## src/rtl/mips_pkg.sv

```systemverilog
// Shared MIPS datapath constants: register indices, array geometry
// and the destination-select encoding used by decode and write-back.
package mips_pkg;

  localparam int REG_ADDR_W = 5;
  localparam int NUM_REGS   = 32;

  localparam logic [REG_ADDR_W-1:0] REG_ZERO = 5'd0;
  localparam logic [REG_ADDR_W-1:0] REG_RA   = 5'd31;

  typedef enum logic [1:0] {
    DST_RT = 2'd0,
    DST_RD = 2'd1,
    DST_RA = 2'd2
  } dst_sel_e;

  // jal outranks regdst: a link write always lands in $31.
  function automatic dst_sel_e dst_code(
    input logic regdst,
    input logic jal
  );
    if (jal)
      return DST_RA;
    else if (regdst)
      return DST_RD;
    else
      return DST_RT;
  endfunction

endpackage

```

## src/rtl/wb_dest_sel.sv

```systemverilog
// Write-back destination resolution: rt, rd or $31 (jal).
// Ports: rt_addr, rd_addr, regdst, jal in; wr_dest out.
module wb_dest_sel
  import mips_pkg::*;
(
  input  logic [REG_ADDR_W-1:0] rt_addr,
  input  logic [REG_ADDR_W-1:0] rd_addr,
  input  logic                  regdst,
  input  logic                  jal,
  output logic [REG_ADDR_W-1:0] wr_dest
);

  dst_sel_e sel;

  assign sel = dst_code(regdst, jal);

  always_comb begin
    wr_dest = rt_addr;
    unique case (1'b1)
      (sel == DST_RA): wr_dest = REG_RA;
      (sel == DST_RD): wr_dest = rd_addr;
      (sel == DST_RT): wr_dest = rt_addr;
      default:         wr_dest = rt_addr;
    endcase
  end

endmodule

```

## src/rtl/wb_regfile.sv

```systemverilog
// 32x32 MIPS register file with write-back destination select,
// two combinational read ports and a saturating committed-write
// counter. Ports: clk, rst_n, rs/rt/rd_addr, regdst, jal,
// regwrite, wb_data in; rs_data, rt_data, wr_dest, wr_count out.
// Define WB_REGFILE_BYPASS_EN for same-cycle write-through reads.
module wb_regfile
  import mips_pkg::*;
#(
  parameter int DATA_W = 32,
  parameter int CNT_W  = 16
) (
  input  logic                  clk,
  input  logic                  rst_n,
  input  logic [REG_ADDR_W-1:0] rs_addr,
  input  logic [REG_ADDR_W-1:0] rt_addr,
  input  logic [REG_ADDR_W-1:0] rd_addr,
  input  logic                  regdst,
  input  logic                  jal,
  input  logic                  regwrite,
  input  logic [DATA_W-1:0]     wb_data,
  output logic [DATA_W-1:0]     rs_data,
  output logic [DATA_W-1:0]     rt_data,
  output logic [REG_ADDR_W-1:0] wr_dest,
  output logic [CNT_W-1:0]      wr_count
);

  logic [DATA_W-1:0] regs [NUM_REGS];
  logic              wr_commit;

  wb_dest_sel u_dest (
    .rt_addr (rt_addr),
    .rd_addr (rd_addr),
    .regdst  (regdst),
    .jal     (jal),
    .wr_dest (wr_dest)
  );

  assign wr_commit = regwrite && (wr_dest != REG_ZERO);

  // Only a committed write touches the array, so X on wb_data
  // with regwrite low cannot leak into state.
  always_ff @(posedge clk or negedge rst_n) begin
    if (!rst_n) begin
      for (int i = 0; i < NUM_REGS; i++)
        regs[i] <= '0;
    end else if (wr_commit) begin
      regs[wr_dest] <= wb_data;
    end
  end

  always_ff @(posedge clk or negedge rst_n) begin
    if (!rst_n)
      wr_count <= '0;
    else if (wr_commit && (wr_count != '1))
      wr_count <= wr_count + CNT_W'(1);
  end

`ifdef WB_REGFILE_BYPASS_EN
  // wr_commit already excludes $0, so $0 never forwards.
  always_comb begin
    rs_data = regs[rs_addr];
    rt_data = regs[rt_addr];
    if (wr_commit && (rs_addr == wr_dest))
      rs_data = wb_data;
    if (wr_commit && (rt_addr == wr_dest))
      rt_data = wb_data;
    if (rs_addr == REG_ZERO)
      rs_data = '0;
    if (rt_addr == REG_ZERO)
      rt_data = '0;
  end
`else
  assign rs_data = (rs_addr == REG_ZERO) ? '0 : regs[rs_addr];
  assign rt_data = (rt_addr == REG_ZERO) ? '0 : regs[rt_addr];
`endif

endmodule

```

## config.mk

```make
export PLATFORM = sky130hd
export DESIGN_NAME = wb_regfile
export DESIGN_NICKNAME = d
export VERILOG_FILES = /design/src/rtl/mips_pkg.sv /design/src/rtl/wb_dest_sel.sv /design/src/rtl/wb_regfile.sv
export SDC_FILE = /design/constraint.sdc
export NUM_CORES = 2
export LEC_CHECK = 0
export BUFFER_PORTS_ARGS = -buffer_cell sky130_fd_sc_hd__buf_2
export CORE_UTILIZATION = 50
export DETAILED_ROUTE_END_ITERATION = 8
export PLACE_DENSITY = 0.66
export SLEW_MARGIN = 10
export SYNTH_ARGS = -nofsm -noshare
export SYNTH_HDL_FRONTEND = slang
export SYNTH_SLANG_ARGS = --single-unit
```

## constraint.sdc

```tcl
create_clock -name clk -period 5 [get_ports clk]
set_input_delay 0.75 -clock clk [delete_from_list [all_inputs] [get_ports clk]]
set_output_delay 0.75 -clock clk [all_outputs]
set_load 0.02 [all_outputs]
```

==> impl_metrics.toml <==
[worst_hold_path]
hold_class = "input pin to async pin"

[sta]
slew_headroom_pct = 21.8
fin_tns_setup_ns = 0
finClkSkew_ns = 0.0100
final_max_slew_viol_count = 0
fin_crit_sh_pct = 88.4
setup_violations = 0
tightestPinTransition_ns = 1.17
rsz0062_at_grt = "no"
hold_violations = 0
finalCriticalPeriod_ns = 4.42
max_freq_mhz = 226

[clocking]
cts_setup_buffers = 0
root_buffer = "clkbuf_16"
tritoncts = "built"
path_clk_slew_ns = 0.06
cts_max_path_buffers = 3
clk_latency_ns = 0.71
postCtsHoldBufs = 0
cts_sinks = 1040
cts_resized = 0
htreeDepth = 3
cts_made_buffers = 109

[floorplan]
ios = 137
rows = 121
core_area_sq_mm = 0.109
initial_core_util_pct = 50.4
fp.dieH_um = 333
dieWidth_um = 333
die_area_sq_mm = 0.111

[placed_design]
dpl_cell_area_sq_mm = 0.0574
routabilityCongestion = 0.841
dp_hpwl_um = 104000
portBuffers = 136

[synthesis]
yosys_warnings = 0
ys_seq_area_share_pct = 47.5
synthTopCellsByCount = "dfrtp_1, mux2_2, mux4_2"
ys_top_cells_by_area = "dfrtp_1, mux2_2, mux4_2"
avgSynthCellArea_sq_um = 14.7
ys.flop_type = "dfrtp_1"
yosysTopAreaCellShare_pct = 47.5
synthArstFlopShare_pct = 100
synth.most_common_cell = "dfrtp_1"
netlist_area_sq_mm = 0.0548
synth-edff-count = 0
syn_inst = 3731
ys_ff_latch = 1040
post_synth_num_cell_types = 51
syn-num-nets = 3784
yosys.area.top_type = "dfrtp_1"

[worst_setup_path]
crit_path_max_fanout = 49
path_cells = "buf_6, nor2b_4, nand2_2, buf_4, o22ai_1, a2111oi_0, a211oi_1, buf_2"
end_kind = "output pin"
critPathKind = "input pin to output pin"
crit_slowest_cell = "a211oi_1"
cpPeakStageDelay_ns = 0.65
worstPathRequired_ns = 4.25
cp.arrival_ns = 3.67
cp-start-kind = "input pin"

[pwr]
p_leak_uw = 0.0275
pwr-share-seq_pct = 45.8
p_int_uw = 16900
p_clk_share_pct = 36.2
power_density_mw_per_mm2 = 380
irDropWorstVdd_mv = 0.398
p_comb_share_pct = 17.9
p_sw_share_pct = 27.2
p_sw_uw = 6320

[finish]
drive_above_1_share_pct = 49.9
fillers = 8805
finalCoreUtilization_pct = 56.2
multi_input_area_sq_mm = 0.0271
fin_nets = 3765
regArea_sq_mm = 0.0260
final_area_sq_mm = 0.0611
syn_to_final_growth_pct = 11.6

[global_routing]
grt_pass1_vias = 36400
grt_overflow_total = 0
track_usage_pct = 31.7
grt_max_degree = 136
antenna_found_initial = 18
grt_pass1_wl_um = 257000

[route]
vias_per_cell = 6.95
wirelength_um = 175000
ant_nets = 0
drc = 0
drt-initial-drc-count = 3833
routedWlPerCell_um = 33.5
firstDrtPassIters = 6
num_vias = 36300

[run]
cap_violations = 0

[run_status]
status = "finished, final reports clean"
[power groups by stage]
stage | logic [uW] | clock network, uW | registers, uW
5_1_grt | 4430 | 8850 | 10800
3_5_place_dp | 4160 | 0 | 10800
4_1_cts | 4170 | 8520 | 10600
2_1_floorplan | 3030 | 0 | 10500
6_report | 4170 | 8410 | 10700
3_3_place_gp | 4080 | 0 | 10700
[through the flow]
step	power (uW)	hold slack, ns	worst slack (ns)	std cells
after global placement	14800	0.377	0.781	5015
after detailed placement	14900	0.382	0.760	5015
after global routing	24100	0.172	0.604	5214
after CTS	23300	0.139	0.711	5213
after floorplan	13500	0.441	1.48	3731
final	23200	0.118	0.582	5225
[layout make-up]
cell class,count,area share (%)
inverter,6,0.0368
multi-input combinational,2247,44.3
sequential,1040,42.6
clock inverter,41,0.768
timing repair buffer,308,4.09
tap,1414,2.89
antenna,12,0.0491
clock buffer,157,5.25
[worst paths after layout]
kind / endpoint / start / depth (start not counted) / slack, ns
min in group clk: regs[1011] / regs[1011] / 0 / 0.40
max reg2reg: wr_count[1] / wr_count[0] / 5 / 2.37
min reg2reg: regs[1011] / regs[1011] / 0 / 0.40
max: rt_data[28] / rt_addr[2] / 8 / 0.58
min: regs[438] / rst_n / 1 / 0.12
max in group asynchronous: regs[34] / rst_n / 2 / 3.52
[layout by cell type, fill, tap and decap left out, drive strengths merged, types with 5 or more instances in the layout]
| master | count |
|---|---|
| a2111oi | 63 |
| a211oi | 64 |
| a21oi | 30 |
| a22o | 100 |
| a22oi | 28 |
| and2 | 5 |
| buf | 308 |
| bufinv | 9 |
| clkbuf | 157 |
| clkinv | 28 |
| dfrtp | 1040 |
| diode | 12 |
| inv | 8 |
| mux2 | 999 |
| mux2i | 261 |
| mux4 | 383 |
| nand2 | 29 |
| nand3 | 13 |
| nor2 | 24 |
| nor2b | 8 |
| nor3 | 55 |
| o221ai | 64 |
| o22ai | 64 |
| or3 | 5 |
| xor2 | 9 |
[registers in the layout (all words and copies together) (netlist names)]
name / flops
regs: 1024
wr_count: 16
[logic make-up after synthesis]
family          count (synthesis)  share of synthesized area (%)
mux                          1643                           41.1
flops                        1040                           47.5
buf+inv                       444                           3.50
compound gates                425                           6.07
simple gates                  166                           1.60
xor+xnor                       12                          0.192
fa+ha+maj                       1                         0.0228
[worst max-delay path: cells and delay by family]
kind	cells	cell delay (ns)
AND/OR/NAND/NOR	2	0.68
buffers and inverters	3	1.18
AO/OA/AOI/OAI	3	0.97
[metal layers]
layer  GRT usage, %  vias to the layer above  wire length, um
met3           7.01                      460            15600
met4           12.7                       16             7760
met1           44.7                    19500            72300
met2           47.8                     1801            79600
met5              0                        -               84
li1               -                    14600                -
No activity file was read; power rests on OpenSTA's default activity.
